[src/rtl/rr_grant_sequencer_pkg.sv]
// Shared types and constants for the round-robin grant sequencer.
// Imported by the interface, the priority picker and the top level.
package rr_grant_sequencer_pkg;

  localparam int NREQ = 8;
  localparam int ID_W = 3;

  typedef enum logic {
    ST_IDLE  = 1'b0,
    ST_GRANT = 1'b1
  } state_t;

  // Turns an owner index into the one-hot select for the shared resource.
  function automatic logic [NREQ-1:0] decode_id(input logic [ID_W-1:0] id);
    logic [NREQ-1:0] onehot;
    onehot = '0;
    onehot[id] = 1'b1;
    return onehot;
  endfunction

endpackage

[src/rtl/rr_grant_sequencer_if.sv]
// Request/grant bundle between the requesting units and the arbiter.
// master = requester side, slave = arbiter side.
interface rr_grant_sequencer_if;
  import rr_grant_sequencer_pkg::*;

  logic [NREQ-1:0] req;
  logic            done;
  logic [NREQ-1:0] grant;
  logic [ID_W-1:0] grant_id;
  logic            grant_valid;
  logic            timeout;

  modport master (
    output req, done,
    input  grant, grant_id, grant_valid, timeout
  );

  modport slave (
    input  req, done,
    output grant, grant_id, grant_valid, timeout
  );

endinterface

[src/rtl/rr_grant_sequencer_pick.sv]
// Round-robin priority search: the first set request at or after ptr,
// wrapping modulo NREQ, found by rotate / lowest-bit search / rotate back.
module rr_pick
  import rr_grant_sequencer_pkg::*;
(
  input  logic [NREQ-1:0] req,
  input  logic [ID_W-1:0] ptr,
  output logic            found,
  output logic [ID_W-1:0] idx
);

  logic [2*NREQ-1:0] doubled;
  logic [NREQ-1:0]   rotated;
  logic [ID_W-1:0]   offset;

  assign doubled = {req, req};
  assign rotated = doubled[{1'b0, ptr} +: NREQ];

  // Scanning downwards lets the lowest set bit of the rotated vector win.
  always_comb begin
    found  = 1'b0;
    offset = '0;
    for (int i = NREQ - 1; i >= 0; i--) begin
      if (rotated[i]) begin
        found  = 1'b1;
        offset = ID_W'(i);
      end
    end
  end

  assign idx = ptr + offset;

endmodule

[src/rtl/rr_grant_sequencer.sv]
// Round-robin arbiter for a decoder-selected shared resource: grants one
// requester at a time and holds it until done or the hold timeout.
module rr_grant_sequencer
  import rr_grant_sequencer_pkg::*;
#(
  parameter int MAX_HOLD = 16,
  parameter int CNT_W    = 5
) (
  input  logic                 clk,
  input  logic                 reset_n,
  rr_grant_sequencer_if.slave  bus
);

  localparam bit               TIMEOUT_EN = (MAX_HOLD > 0);
  localparam logic [CNT_W-1:0] HOLD_LAST  = CNT_W'((MAX_HOLD > 0) ? MAX_HOLD - 1 : 0);

  state_t           state, state_n;
  logic [ID_W-1:0]  ptr, ptr_n;
  logic [ID_W-1:0]  id_q, id_n;
  logic [CNT_W-1:0] cnt, cnt_n;
  logic             timeout_q, timeout_n;

  logic             pick_found;
  logic [ID_W-1:0]  pick_idx;
  logic             hold_expired;

  rr_pick u_pick (
    .req   (bus.req),
    .ptr   (ptr),
    .found (pick_found),
    .idx   (pick_idx)
  );

  assign hold_expired = TIMEOUT_EN && (cnt == HOLD_LAST);

  always_ff @(posedge clk or negedge reset_n) begin
    if (!reset_n) begin
      state     <= ST_IDLE;
      ptr       <= '0;
      id_q      <= '0;
      cnt       <= '0;
      timeout_q <= 1'b0;
    end else begin
      state     <= state_n;
      ptr       <= ptr_n;
      id_q      <= id_n;
      cnt       <= cnt_n;
      timeout_q <= timeout_n;
    end
  end

  // A simultaneous done wins over the timeout, so timeout only flags forced releases.
  always_comb begin
    state_n   = state;
    ptr_n     = ptr;
    id_n      = id_q;
    cnt_n     = cnt;
    timeout_n = 1'b0;
    case (state)
      ST_IDLE: begin
        if (pick_found) begin
          state_n = ST_GRANT;
          id_n    = pick_idx;
          cnt_n   = '0;
        end
      end
      ST_GRANT: begin
        if (bus.done || hold_expired) begin
          state_n   = ST_IDLE;
          ptr_n     = id_q + ID_W'(1);
          cnt_n     = '0;
          timeout_n = !bus.done;
        end else begin
          cnt_n = cnt + CNT_W'(1);
        end
      end
    endcase
  end

  assign bus.grant_valid = (state == ST_GRANT);
  assign bus.grant_id    = id_q;
  assign bus.timeout     = timeout_q;
  assign bus.grant       = (state == ST_GRANT) ? decode_id(id_q) : '0;

endmodule

[src/flat_wrapper.sv]
// flat-port wrapper written by rule: the top's interface ports become plain ports
module rr_grant_sequencer_flat import rr_grant_sequencer_pkg::*;
#(
  parameter int MAX_HOLD = 16,
  parameter int CNT_W    = 5
)
  (clk, reset_n, bus_req, bus_done, bus_grant, bus_grant_id, bus_grant_valid, bus_timeout);
  rr_grant_sequencer_if bus_i ();
  input  logic clk;
  input  logic reset_n;
  input wire logic [$bits(bus_i.req)-1:0] bus_req;
  input wire logic [$bits(bus_i.done)-1:0] bus_done;
  output wire logic [$bits(bus_i.grant)-1:0] bus_grant;
  output wire logic [$bits(bus_i.grant_id)-1:0] bus_grant_id;
  output wire logic [$bits(bus_i.grant_valid)-1:0] bus_grant_valid;
  output wire logic [$bits(bus_i.timeout)-1:0] bus_timeout;
  assign bus_i.req = bus_req;
  assign bus_i.done = bus_done;
  assign bus_grant = bus_i.grant;
  assign bus_grant_id = bus_i.grant_id;
  assign bus_grant_valid = bus_i.grant_valid;
  assign bus_timeout = bus_i.timeout;
  rr_grant_sequencer #(.MAX_HOLD(MAX_HOLD), .CNT_W(CNT_W)) u_core (.clk(clk), .reset_n(reset_n), .bus(bus_i));
endmodule
[config.mk]
export PLATFORM = sky130hd
export DESIGN_NAME = rr_grant_sequencer_flat
export DESIGN_NICKNAME = d
export VERILOG_FILES = /design/src/rtl/rr_grant_sequencer_pkg.sv /design/src/rtl/rr_grant_sequencer_if.sv /design/src/rtl/rr_grant_sequencer_pick.sv /design/src/rtl/rr_grant_sequencer.sv /design/src/flat_wrapper.sv
export SDC_FILE = /design/constraint.sdc
export NUM_CORES = 1
export LEC_CHECK = 0
export CAP_MARGIN = 20
export CORE_MARGIN = 3
export CORE_UTILIZATION = 51
export CTS_CLUSTER_DIAMETER = 80
export DETAILED_ROUTE_END_ITERATION = 8
export GPL_ROUTABILITY_DRIVEN = 0
export MAX_ROUTING_LAYER = met4
export PLACE_DENSITY_LB_ADDON = 0.2
export REMOVE_ABC_BUFFERS = 1
export SETUP_SLACK_MARGIN = 0.2
export SYNTH_ARGS = -nofsm -noshare
export SYNTH_HDL_FRONTEND = slang
export SYNTH_SLANG_ARGS = --single-unit
[constraint.sdc]
create_clock -name clk -period 3.15 [get_ports clk]
set_input_delay 0.4725 -clock clk [delete_from_list [all_inputs] [get_ports clk]]
set_output_delay 0.4725 -clock clk [all_outputs]
set_load 0.005 [all_outputs]
# == After elaboration in Yosys (flattened, before gate mapping) ==
# Cells that the tools add are included.
# op_classes
n_lt_le_gt_ge,2
mux,27
bitwise,1
n_reduce_logical,5
add_sub_neg,3
n_eq_ne,2
shifts,1
# op_table
operator,count
3-bit two-way mux,8
16-bit by 4-bit indexed part select with 8-bit output,1
1-bit two-way mux,13
5-bit two-way mux,2
5-bit case mux with 2 select lines,1
8-bit two-way mux,1
"5-bit by 1-bit adder with 5-bit output, second input constant",1
"5-bit by 4-bit equality test with 1-bit output, second input constant",1
"3-bit by 4-bit less-than comparator with 1-bit output, second input constant",1
2-bit AND reduction,2
"3-bit by 1-bit adder with 3-bit output, second input constant",1
3-bit adder,1
1-bit demux with 3-bit select,1
"3-bit by 1-bit greater-or-equal comparator with 1-bit output, second input constant",1
"2-bit by 1-bit != test with 1-bit output, second input constant",1
1-bit case mux with 2 select lines,1
1-bit logical AND,1
1-bit logical NOT,1
1-bit logical OR,1
1-bit inverter,1
# totals
register_bits,13
output_inout_bits,13
in_bits,11
wordCells,46

# == Depth between registers and ports, before layout ==
# depth
word_depth,11
depth_mapped,13
ltp_nobuf,11

# == Cells and area by module ==
# Synthesis repeated with hierarchy kept, for this count alone.
# hier_totals
hier_cells,134
hier_area_um2,1291.2
# modules_own_cells
module,seq_area_each_um2,cells_per_inst,instances,area_per_inst_um2
rr_pick,0.0,71,1,651.9
rr_grant_sequencer,325.3,63,1,639.4

# == Least setup slack after synthesis ==
# No wires, ideal clock.
# synth_timing
path_type,reg2reg
from,register u_core.ptr[0]
to,"register u_core.id_q[2], in the netlist u_core.bus.grant_id[2]"
synth_period_minus_slack_ns,2.919
path_buffers,1
setup_time_ns,0.065
required_ns,3.085
arrival_ns,2.855
setup_slack_ns,0.231
stages_incl_launch_ff,12
cell_sequence,dfrtp_1 buf_6 mux4_2 mux2_2 o311ai_1 a2bb2oi_1 a211oi_2 ha_1 inv_1 fa_1 a2111oi_0 a211o_1
# synth_between
elab_chain_cells,10
elab_cells_between_ends,19
cone_classes,add/sub: 1; shift: 1; mux: 16; reduce/logical: 1
# synth_lines
element,line_no,source
start: declaration,rr_grant_sequencer.sv:18,"logic [ID_W-1:0] ptr, ptr_n;"
start signal: assignment,rr_grant_sequencer.sv:45,ptr <= ptr_n;
16-bit by 4-bit indexed part select with 8-bit output,rr_grant_sequencer_pick.sv:17,"assign rotated = doubled[{1'b0, ptr} +: NREQ];"
3-bit two-way mux or 1-bit two-way mux (tied branches) (8 in series),rr_grant_sequencer_pick.sv:24,if (rotated[i]) begin
3-bit adder or 2-bit AND reduction (tied branches),-,
end signal: assignment,rr_grant_sequencer.sv:46,id_q <= id_n;
end: declaration,rr_grant_sequencer.sv:19,"logic [ID_W-1:0] id_q, id_n;"
# Several ways; a longest one is shown, not always the timed one.
# A chain may end at the register's enable or synchronous reset.

# == Final worst setup path ==
# Same ends and word-level chain as after synthesis.

==> flow_metrics.py <==
metrics = {
    "sta": {
        "drv_slew": 0,
        "min_period_ns": 2.93,
        "fmax_mhz": 342,
        "fin_skew_ns": 0.00127,
        "period_share_pct": 92.9,
        "rsz0062_at_grt": "yes",
        "setup_violations": 0,
        "finalHoldViolations": 0,
        "worst_slew_pin_slew_ns": 0.793,
        "hold_ws_ns": 0.507,
        "slew_headroom_pct": 46.6,
    },
    "synth": {
        "yosysWarnings": 0,
        "syn_avg_cell_area_um2": 9.48,
        "synth_area_um2": 1240,
        "synth-seq-area-share_pct": 26.2,
        "netlist_instances": 131,
        "ys_types": 45,
        "ys_ff_latch": 13,
    },
    "finish": {
        "synthToLayoutAreaGrowth_pct": 36.1,
        "final_util_pct": 75.0,
        "insertedDiodeCount": 0,
        "nets": 185,
        "drive_gt1_share_pct": 28.0,
    },
    "floorplanning": {
        "fp.dieH_um": 55.4,
        "core_um2": 2250,
        "die_w_um": 55.4,
        "die_area_um2": 3060,
        "rows": 17,
        "initial_utilization_pct": 55.1,
        "num_io_pins": 24,
    },
    "setup_path": {
        "cp-start-kind": "register",
        "cp_max_fo": 5,
        "endpoint_kind": "register",
        "crit_slowest_cell": "mux4_2",
        "critical_path_class": "register to register",
        "critPathBufInv": 1,
        "crit_family": "multiplexers",
        "crit_required_ns": 3.38,
        "rr_startpoint": "u_core.ptr[0]$_DFFE_PN0P_",
        "reg2reg_setup_slack_ns": 0.22,
        "path_cells": "mux4_2, mux2_4, o311ai_4, a2bb2oi_2, a211oi_2, ha_2, inv_2, fa_2, nand2b_4, o21ai_2, a211o_1",
        "arrival_ns": 3.16,
        "crit_start": "u_core.ptr[0]$_DFFE_PN0P_",
        "regToRegEndpoint": "u_core.bus.grant_id[2]$_DFFE_PN0P_",
        "critical_path.max_stage_delay_ns": 0.54,
        "reg2reg_depth": 11,
    },
    "pwr": {
        "power_density_nw_per_um2": 937,
        "fin_total_pwr_uw": 1580,
        "ir_drop_mv": 0.548,
        "p_leak_uw": 0.000737,
    },
    "global_routing": {
        "met3_usage_pct": 4.44,
        "antenna_found_initial": 0,
        "grt_pass1_vias": 1171,
        "busiest_layer": "met2",
        "use_met1_pct": 29.5,
        "track_usage_pct": 23.6,
        "grt_use_met2_pct": 39.4,
        "grt-ovfl-total": 0,
        "grt_pass1_wl_um": 5660,
        "grt_max_degree": 18,
    },
    "clocking": {
        "cts_hold_buf": 0,
        "cts.path.max_buffers": 2,
        "cts_tree": "built",
        "cts_buffers": 3,
        "path_clk_slew_ns": 0.08,
        "clk_latency_ns": 0.28,
        "clockRootBuffer": "clkbuf_4",
        "cts_sinks": 13,
        "htreeDepth": 1,
    },
    "hold_path": {
        "hold_end": "u_core.cnt[3]$_DFFE_PN0P_",
        "hold_path.class": "register to register",
        "hp-start": "u_core.cnt[3]$_DFFE_PN0P_",
        "hold_path_depth": 1,
    },
    "route": {
        "vias": 1199,
        "vias_per_cell": 6.12,
        "drc_errors": 0,
        "drt-pass1-iter-count": 4,
        "drt_iter0_drc": 42,
        "wl_per_cell_um": 16.5,
        "drt_wl_total_um": 3240,
        "ant_nets": 0,
    },
    "run_status": {
        "outcome": "completed",
    },
    "placed_design": {
        "io_buffers": 23,
        "post-dp-hpwl_um": 2380,
    },
    "job": {
        "drv_cap": 0,
    },
}
-- flip-flops by register name (all words and copies together), names as in the netlist --
signal / flops
u_core.bus.grant_id: 3
u_core.bus.timeout: 1
u_core.bus.grant_valid: 1
u_core.cnt: 5
u_core.ptr: 3
-- power by group --
part / internal [uW] / switching, uW / total [uW]
clock network: 49.2 / 60.6 / 110
logic: 609 / 502 / 1110
registers: 228 / 134 / 363
-- cells by family after synthesis --
family          Yosys count  share of synthesized area (%)
compound gates           30                           18.3
xor+xnor                  2                           1.41
fa+ha+maj                 5                           5.64
buf+inv                  13                           5.54
flops                    13                           26.2
mux                      18                           22.4
simple gates             50                           20.5
-- how the worst max path moves through the flow --
stage | cells after the start | end | slack, ns
floorplan | 10 | u_core.bus.grant_id[2]$_DFFE_PN0P_ | -0.11
global placement | 11 | u_core.bus.grant_id[2]$_DFFE_PN0P_ | -0.21
detailed placement | 11 | u_core.bus.grant_id[2]$_DFFE_PN0P_ | -0.36
CTS | 12 | u_core.bus.grant_id[2]$_DFFE_PN0P_ | 0.21
global route | 11 | u_core.bus.grant_id[2]$_DFFE_PN0P_ | 0.12
finish | 11 | u_core.bus.grant_id[2]$_DFFE_PN0P_ | 0.22
-- cells in the mapped netlist (all sizes together) --
cell | n | area share [%]
buf | 4 | 2.6
a21oi | 3 | 1.2
and2 | 1 | 0.50
a32oi | 1 | 0.71
xor2 | 1 | 0.71
ha | 4 | 4.0
nand2 | 14 | 4.2
clkbuf | 2 | 0.60
fa | 1 | 1.6
nor2b | 2 | 1.0
mux4 | 7 | 13
inv | 7 | 2.3
or3 | 4 | 2.8
nor2 | 12 | 3.6
o21a | 1 | 0.60
o21ai | 7 | 3.1
o22ai | 2 | 1.0
a211o | 3 | 2.1
a2111oi | 1 | 0.71
a32o | 1 | 0.81
o211a | 1 | 0.81
nand2b | 4 | 2.0
o211ai | 1 | 0.60
a22oi | 1 | 0.60
a211oi | 3 | 2.2
a2bb2oi | 3 | 2.1
a31oi | 1 | 1.0
nor4 | 1 | 0.50
nor3b | 4 | 2.4
o311ai | 1 | 0.71
xnor2 | 1 | 0.71
mux2i | 6 | 4.8
dfrtp | 13 | 26
nand3 | 1 | 0.40
and3 | 1 | 0.50
mux2 | 5 | 4.5
or2 | 1 | 0.50
nor3 | 5 | 2.0
-- placed cells by master (no fill, tap or decap), types with 2 or more instances in the layout --
cell	instances
a211o_1	3
a211oi_1	2
a21oi_1	3
a2bb2oi_1	2
buf_4	15
clkbuf_4	3
clkdlybuf4s50_1	15
dfrtp_1	12
dlygate4sd2_1	3
dlymetal6s2s_1	5
ha_1	3
inv_1	5
mux2_2	4
mux2i_1	6
mux4_2	7
nand2_1	14
nand2b_1	3
nor2_1	12
nor2b_1	2
nor3_1	5
nor3b_1	4
o21ai_0	3
o21ai_2	3
o22ai_1	2
or3_1	2
or3_4	2
-- cell type report --
cell class                 count  area, um2
multi-input combinational    105        911
fill                         170        564
timing repair buffer          39        363
sequential                    13        327
tap                           28       35.0
inverter                       7       28.8
clock buffer                   4       26.3
-- stage by stage --
step	std cells	cell area (um2)	setup WS (ns)	TNS (ns)
6_report	196	1690	0.223	0
5_1_grt	196	1690	0.121	0
4_1_cts	193	1640	0.208	0
3_5_place_dp	189	1570	-0.362	-0.362
3_3_place_gp	189	1570	-0.211	-0.211
2_1_floorplan	125	1200	-0.106	-0.106
-- timing repair --
action / 4_1_cts / 5_1_grt
setup endpoints to repair: 1 / 2
gates resized for setup: 16 / 10
buffers inserted: 0 / 3
pin swaps: 5 / 7
hold endpoints to repair: 0 / 0
-- layer usage --
layer,up-vias,wire length [um]
met5,-,0
met4,0,68
met3,11,222
met2,58,1550
met1,561,1400
li1,569,-
No activity file was read; power rests on OpenSTA's default activity.
